**src/rtl/out_reg_stage.sv**
```systemverilog
// Output register stage. It holds a word (data, keep, last) under a valid/ready handshake.
// Latency: a word loaded at edge T is visible after edge T. Backpressure: it holds the word stable until ready_out.
// Ports: clk/reset (synchronous, active-low), load + load_* (the new word), ready_out, and valid/data/keep/last out.
module out_reg_stage #(
    parameter int DATA_W = 32,
    parameter int KEEP_W = 4
) (
    input  logic              clk,
    input  logic              reset,
    input  logic              load,
    input  logic [DATA_W-1:0] load_data,
    input  logic [KEEP_W-1:0] load_keep,
    input  logic              load_last,
    input  logic              ready_out,
    output logic              valid_out,
    output logic [DATA_W-1:0] data_out,
    output logic [KEEP_W-1:0] keep_out,
    output logic              last_out
);

    // The caller only asserts load when the register is empty or is
    // transferring on this edge. Load therefore takes priority over the drain.
    always_ff @(posedge clk) begin
        if (!reset) begin
            valid_out <= 1'b0;
            data_out  <= '0;
            keep_out  <= '0;
            last_out  <= 1'b0;
        end else if (load) begin
            valid_out <= 1'b1;
            data_out  <= load_data;
            keep_out  <= load_keep;
            last_out  <= load_last;
        end else if (ready_out) begin
            // The word has transferred. Payload fields may keep stale values.
            valid_out <= 1'b0;
        end
    end

endmodule

```
**src/rtl/width_upsizer.sv**
```systemverilog
// Width upsizer. It packs RATIO narrow beats (lane 0 first) into one wide word, and last_in closes a group early.
// Latency: the completing beat accepted at edge T gives valid_out after edge T. Backpressure: ready_in = ~valid_out | ready_out.
// Ports: clk/reset (synchronous, active-low), narrow input (valid/ready/data/last), wide output (valid/ready/data/keep/last).
module width_upsizer #(
    parameter int IN_WIDTH = 8,
    parameter int RATIO    = 4
) (
    input  logic                      clk,
    input  logic                      reset,
    output logic                      ready_in,
    input  logic                      valid_in,
    input  logic [IN_WIDTH-1:0]       data_in,
    input  logic                      last_in,
    input  logic                      ready_out,
    output logic                      valid_out,
    output logic [IN_WIDTH*RATIO-1:0] data_out,
    output logic [RATIO-1:0]          keep_out,
    output logic                      last_out
);

    localparam int OUT_WIDTH = IN_WIDTH * RATIO;
    localparam int CNT_W     = (RATIO > 1) ? $clog2(RATIO) : 1;

    logic [CNT_W-1:0]     cnt;
    logic [OUT_WIDTH-1:0] acc_data;
    logic [RATIO-1:0]     acc_keep;
    logic [OUT_WIDTH-1:0] merged_data;
    logic [RATIO-1:0]     merged_keep;
    logic                 accept;
    logic                 complete;

    // The block can always take a beat when the output slot frees up this cycle.
    // A completing beat then lands in the slot with no bubble.
    assign ready_in = ~valid_out | ready_out;
    assign accept   = valid_in & ready_in;
    assign complete = accept & ((cnt == CNT_W'(RATIO - 1)) | last_in);

    // Accumulator with the current beat merged into lane cnt.
    always_comb begin
        merged_data = acc_data;
        merged_data[cnt*IN_WIDTH +: IN_WIDTH] = data_in;
        merged_keep = acc_keep | (RATIO'(1) << cnt);
    end

    // Clearing on completion keeps unwritten lanes of the next partial word at zero.
    always_ff @(posedge clk) begin
        if (!reset) begin
            cnt      <= '0;
            acc_data <= '0;
            acc_keep <= '0;
        end else if (accept) begin
            if (complete) begin
                cnt      <= '0;
                acc_data <= '0;
                acc_keep <= '0;
            end else begin
                cnt      <= cnt + 1'b1;
                acc_data <= merged_data;
                acc_keep <= merged_keep;
            end
        end
    end

    out_reg_stage #(
        .DATA_W (OUT_WIDTH),
        .KEEP_W (RATIO)
    ) u_out_reg (
        .clk       (clk),
        .reset     (reset),
        .load      (complete),
        .load_data (merged_data),
        .load_keep (merged_keep),
        .load_last (last_in),
        .ready_out (ready_out),
        .valid_out (valid_out),
        .data_out  (data_out),
        .keep_out  (keep_out),
        .last_out  (last_out)
    );

endmodule

```
**config.mk**
```make
export PLATFORM = sky130hd
export DESIGN_NAME = width_upsizer
export DESIGN_NICKNAME = d
export VERILOG_FILES = /design/src/rtl/out_reg_stage.sv /design/src/rtl/width_upsizer.sv
export SDC_FILE = /design/constraint.sdc
export NUM_CORES = 1
export LEC_CHECK = 0
export CAP_MARGIN = 20
export CORE_MARGIN = 3
export CORE_UTILIZATION = 28
export CTS_CLUSTER_DIAMETER = 40
export DETAILED_ROUTE_END_ITERATION = 10
export GPL_ROUTABILITY_DRIVEN = 0
export PLACE_DENSITY = 0.58
export SKIP_CTS_REPAIR_TIMING = 1
export SLEW_MARGIN = 20
export SYNTH_ARGS = -nofsm -noshare
export SYNTH_HDL_FRONTEND = slang
export SYNTH_SLANG_ARGS = --single-unit
```
**constraint.sdc**
```tcl
create_clock -name clk -period 3 [get_ports clk]
set_clock_uncertainty 0.15 [all_clocks]
set_input_delay 0.9 -clock clk [delete_from_list [all_inputs] [get_ports clk]]
set_output_delay 0.9 -clock clk [all_outputs]
set_load 0.01 [all_outputs]
```
-- After elaboration in Yosys (flattened, before gate mapping)
Cells that the tools add are included.
Widths: inputs -> output; s select.
- muxes and demuxes: 6
- $add $sub $neg: 2
- bitwise logic cells: 6
- shift operators: 3
- reduce and logical (&&, ||, !) cells: 1
- eq/ne operators: 1
- operators with widths (cell ; count):
    $neg 5->34 ; 1
    $shift 8x34->32 const A ; 1
    $shiftx 8x34->32 ; 1
    $bwmux 32 ; 1
    $mux 32 ; 1
    $mux 4 ; 1
    $or 4x4->4 ; 1
    $shl 1x2->4 const A ; 1
    $add 2x1->2 const B ; 1
    $and 1x1->1 ; 2
    $eq 2x2->1 const B ; 1
    $mux 1 ; 2
    $mux 2 ; 1
    $or 1x1->1 ; 2
    $reduce_bool 2->1 ; 1
    $not 1->1 ; 1
- register bits after elaboration: 76
- word-level logic and storage cells: 26

-- Depth between registers and ports, before layout
- depth after elaboration: 5
- depth in mapped cells: 6
- gate-level depth less buffers: 5

-- Hierarchy
A second synthesis with hierarchy kept.
- cell total of the unflattened synthesis: 317
- area total of the unflattened synthesis: 3372.0 sq um
- by module, submodules not included (module ; times used ; area an instance (sq um) ; cells each ; seq. area each (sq um)):
    width_upsizer ; 1 ; 1930.6 ; 195 ; 760.7
    out_reg_stage ; 1 ; 1441.4 ; 122 ; 760.7

-- Least setup slack after synthesis
Ideal clock, no wire load.
- kind: input -> output
- start: in ready_out
- end: out ready_in
- cell stages on the path: 4
- slack: 0.461 ns
- buffers on the path: 2
- data arrival time: 1.489 ns
- required time: 1.950 ns
- path through: nor2b_1 > buf_2 > inv_2 > clkbuf_1
- longest elaborated chain between the ends: 1
- RTL lines (element ; RTL line ; text):
    start, declared ; width_upsizer.sv:14 ; input logic ready_out,
    $or 1x1->1 ; width_upsizer.sv:34 ; assign ready_in = ~valid_out | ready_out;
    end, declared ; width_upsizer.sv:10 ; output logic ready_in,
Every way passes these cells.

-- Worst setup path after layout
Same ends and word-level chain as after synthesis.

==> flow_results.org <==
** Floorplanning
- Count of boundary I/O pins :: 52
- Width of the die :: 117 microns
- Starting density of the core :: 29.4%
- The die is 117 microns tall.
- Placeable Area :: 0.0117 sq mm
- Number of placement rows :: 39
- Die Outline Area :: 0.0136 sq mm

** Cells and area
- In the final design database the tool counted 399 nets.
- Area of the multi-input gates :: 0.00171 sq mm
- After filler insertion, the fill cell instance count of the layout stands at 1187.
- Final cell count without fillers :: 526
- The number of antenna diodes in the final layout is 0.
- Relative to the synthesized area, the layout overhead comes to 28.2%.
- Register area :: 0.00152 sq mm
- Of the cells placed in the final design, the portion with a size suffix greater than 1 is 9.92%.

** GRT
- For this run the aggregate overflow at the end of global routing stands at 0.
- Vias in the first global route :: 2860
- The first global-routing pass estimated 16000 microns of wire.
- Entering global routing, the biggest net connects 33 pins.
- Number of antenna violations at the first check in global routing :: 0
- All-layer global routing usage :: 15.4%

** Yosys
- The synthesized netlist occupies a cell area of 0.00344 sq mm.
- Synthesized netlist cell count :: 339
- The number of nets handed over by synthesis was 360.
- Number of different library cells in the post-synthesis netlist :: 44
- Counting flops with an async set or reset pin after synthesis yields a share of 0%.
- After synthesis, flip-flops and latches occupy 44.3% of the total area.
- For this run, the number of Yosys warnings is 0.
- Number of synthesized register bits :: 76
- Ys flop type :: sky130_fd_sc_hd__dfxtp_1
- After synthesis, the mean cell area works out to 10.1 sq um.
- Post-synth EDFFs :: 0

** Clock network
- Clk_lat worst skew :: 0.33 ns
- CTS H-tree lvls :: 3
- TritonCTS built the clock tree.
- Clock-pin slew was measured on the worst setup and hold paths at 0.06 ns.
- Max Root-Sink Buffers :: 2
- CTS Sinks :: 76
- Buffer cell driving the clock tree root :: sky130_fd_sc_hd__clkbuf_16
- Number of buffers created by CTS :: 9

** Critical path
- Slowest cell on the critical path :: sky130_fd_sc_hd__clkdlybuf4s50_1
- Logic depth of the worst register-to-register path :: 5
- WS Path Type :: in2out
- Startpoint of the most critical register-to-register path :: cnt[0]
- The worst register-to-register path ends at acc_data[20].
- Startpoint type of the worst setup path :: input port
- Data on the critical path is required at its endpoint by 1.95 ns.
- Endpoint arrival time on the critical path :: 1.73 ns
- Across all register-to-register paths, the minimum setup slack is 0.43 ns.
- The critical path starts at ready_out.
- Max FO, Critical Path :: 2
- The critical path goes through clkdlybuf4s50_1 > nor2b_2 > inv_2 > dlymetal6s2s_1.
- For this run, the slowest stage of the critical path takes 0.41 ns.
- Capturing element type of the critical path :: output pin
- The critical path ends at ready_in.

** Placed design
- Count of placed standard cells including taps :: 510
- IO buf count :: 51
- Worst Setup Slack post-DPL :: -0.119 ns
- DP Wirelength :: 6450 microns

** STA
- Clock period minus final worst setup slack :: 2.78 ns
- For this run, the top clock speed supported by timing is 360 MHz.
- The final-report hold violation count is 0.
- Final setup viols :: 0
- Setup repair after global routing missed its margin :: no
- Setup TNS :: 0 ns
- Tcrit/Tclk final :: 92.6%
- Number of pins exceeding their max-slew limit in the final report :: 0
- Transition at the pin with the smallest max-transition slack :: 0.754 ns
- The worst path meets setup with 0.223 ns of slack.
- Slew margin rel. :: 49.5%

** Routing
- Dividing the detail-routed via count by the number of cells gives 5.74.
- Iter 0 DRT Violations :: 182
- Number of detailed-route iterations in the first pass :: 4
- In the routed design, unresolved DRC markers number 0.
- Routed wire length per instance :: 19.7 microns
- For this block, the via count after detailed routing is 3021.
- The detail route stage leaves a number of antenna-violating nets equal to 0.
- Summed over all layers, the routed wires come to 10300 microns.

** Min path
- Along the worst hold path, the cell count comes to 2.
- Hold Crit Class :: reg2reg

** Outcome
- The flow ran to the end, and the final reports show no timing, DRC or antenna violations.

** Pwr
- Reported leakage power :: 1.50 nW
- The worst-case IR drop observed on VDD is 0.277 mV.
- Power per cell area :: 584 mW/mm^2

** Job
- Number of maximum-capacitance constraint violations :: 0
## routing by layer
layer | vias up | part of all wire [%] | GRT usage [%]
li1 | 1425 | - | -
met2 | 93 | 46 | 24.3
met5 | - | 0 | 0
met3 | 7 | 6.2 | 3.96
met1 | 1496 | 47 | 20.6
met4 | 0 | 1.3 | 4.74
## power breakdown
part	switching, mW	total, mW	internal (mW)
Combinational	0.190	0.340	0.150
Sequential	0.0259	1.08	1.05
Clock	0.414	1.16	0.747
## flip-flops by register name, indices dropped and copies added, names as in the netlist
name                 cells
cnt                      2
u_out_reg.last_out       1
u_out_reg.keep_out       4
acc_data                32
acc_keep                 4
u_out_reg.data_out      32
u_out_reg.valid_out      1
## synthesized netlist by cell type (4+ instances only)
master                       n  share of area [%]
sky130_fd_sc_hd__nor3_1     14                2.0
sky130_fd_sc_hd__ha_1        8                2.9
sky130_fd_sc_hd__dfxtp_1    76                 44
sky130_fd_sc_hd__a32o_1     21                6.1
sky130_fd_sc_hd__a311oi_1    8                2.0
sky130_fd_sc_hd__clkbuf_1   20                2.2
sky130_fd_sc_hd__o2111ai_1   8                2.0
sky130_fd_sc_hd__nor2_1      9               0.98
sky130_fd_sc_hd__o221a_1    24                7.9
sky130_fd_sc_hd__nand2b_1   11                2.0
sky130_fd_sc_hd__a211oi_1    4               0.87
sky130_fd_sc_hd__a2111o_1   16                5.2
sky130_fd_sc_hd__and3_1      8                1.5
sky130_fd_sc_hd__nand2_1    23                2.5
sky130_fd_sc_hd__o2bb2ai_1   8                2.0
sky130_fd_sc_hd__or3_1       4               0.73
sky130_fd_sc_hd__buf_2      11                1.6
sky130_fd_sc_hd__a31oi_1    18                3.3
sky130_fd_sc_hd__inv_1      12                1.3
## how the worst min path moves through the flow
stage | startpoint | to | slack [ns]
finish | acc_keep[3] | acc_keep[3] | 0.28
global route | acc_keep[3] | acc_keep[3] | 0.30
CTS | acc_keep[3] | acc_keep[3] | 0.28
detailed placement | acc_keep[3] | acc_keep[3] | 0.27
global placement | acc_keep[3] | acc_keep[3] | 0.27
floorplan | acc_keep[3] | acc_keep[3] | 0.26
## metrics by stage
step	util (%)	cell area [sq um]	hold WS (ns)	power (mW)
after global routing	37.6	4410	0.305	2.67
after detailed placement	34.9	4090	0.270	1.44
after CTS	37.6	4410	0.280	2.60
after global placement	34.9	4090	0.271	1.43
after floorplan	-	3440	0.259	1.28
final	37.6	4410	0.283	2.58
## cells in the final DEF (no fill, tap or decap), types with 2 or more instances in the layout
cell                              Yosys  final
sky130_fd_sc_hd__dfxtp_1             76     76
sky130_fd_sc_hd__clkdlybuf4s50_1      0     50
sky130_fd_sc_hd__o221a_1             24     24
sky130_fd_sc_hd__nand2_1             23     23
sky130_fd_sc_hd__a32o_1              21     21
sky130_fd_sc_hd__a31oi_1             18     18
sky130_fd_sc_hd__a2111o_1            16     16
sky130_fd_sc_hd__nor3_1              14     14
sky130_fd_sc_hd__inv_1               12     12
sky130_fd_sc_hd__nand2b_1            11     11
sky130_fd_sc_hd__nor2_1               9      9
sky130_fd_sc_hd__clkbuf_16            0      9
sky130_fd_sc_hd__buf_4                0      9
sky130_fd_sc_hd__o2bb2ai_1            8      8
sky130_fd_sc_hd__and3_1               8      8
sky130_fd_sc_hd__o2111ai_1            8      8
sky130_fd_sc_hd__a311oi_1             8      8
sky130_fd_sc_hd__ha_1                 8      8
sky130_fd_sc_hd__or3_1                4      4
sky130_fd_sc_hd__a211oi_1             4      4
sky130_fd_sc_hd__inv_2                3      3
sky130_fd_sc_hd__or2_1                3      3
sky130_fd_sc_hd__a22o_1               3      3
sky130_fd_sc_hd__clkinv_2             0      3
sky130_fd_sc_hd__a31oi_2              2      2
sky130_fd_sc_hd__nor4bb_1             2      2
sky130_fd_sc_hd__a21oi_1              2      2
sky130_fd_sc_hd__nor3_2               2      2
sky130_fd_sc_hd__bufinv_16            0      2
sky130_fd_sc_hd__buf_12               0      2
## critical path, delay by kind of cell
kind | cells | cell delay [ns]
AND/OR/NAND/NOR | 1 | 0.17
buffers and inverters | 3 | 0.66
## kinds of logic (layout without fill, tap and decap cells)
group	Yosys count	in the layout	share of synthesized area (%)
and+or+nand+nor	86	86	14.3
AOI/OAI and AO/OA	119	119	32.4
buffers and inverters	50	94	6.08
DFF	76	76	44.3
adders and majority gates	8	8	2.91
## final cells by class
cell class                      instances  area share [%]
Clock buffer                           11            5.51
Clock inverter                          5            1.70
Inverter                               16            1.36
Multi-Input combinational cell        213            38.8
Sequential cell                        76            34.5
Tap cell                              143            4.06
Timing Repair Buffer                   62            14.1
No activity file was read; power rests on OpenSTA's default activity.
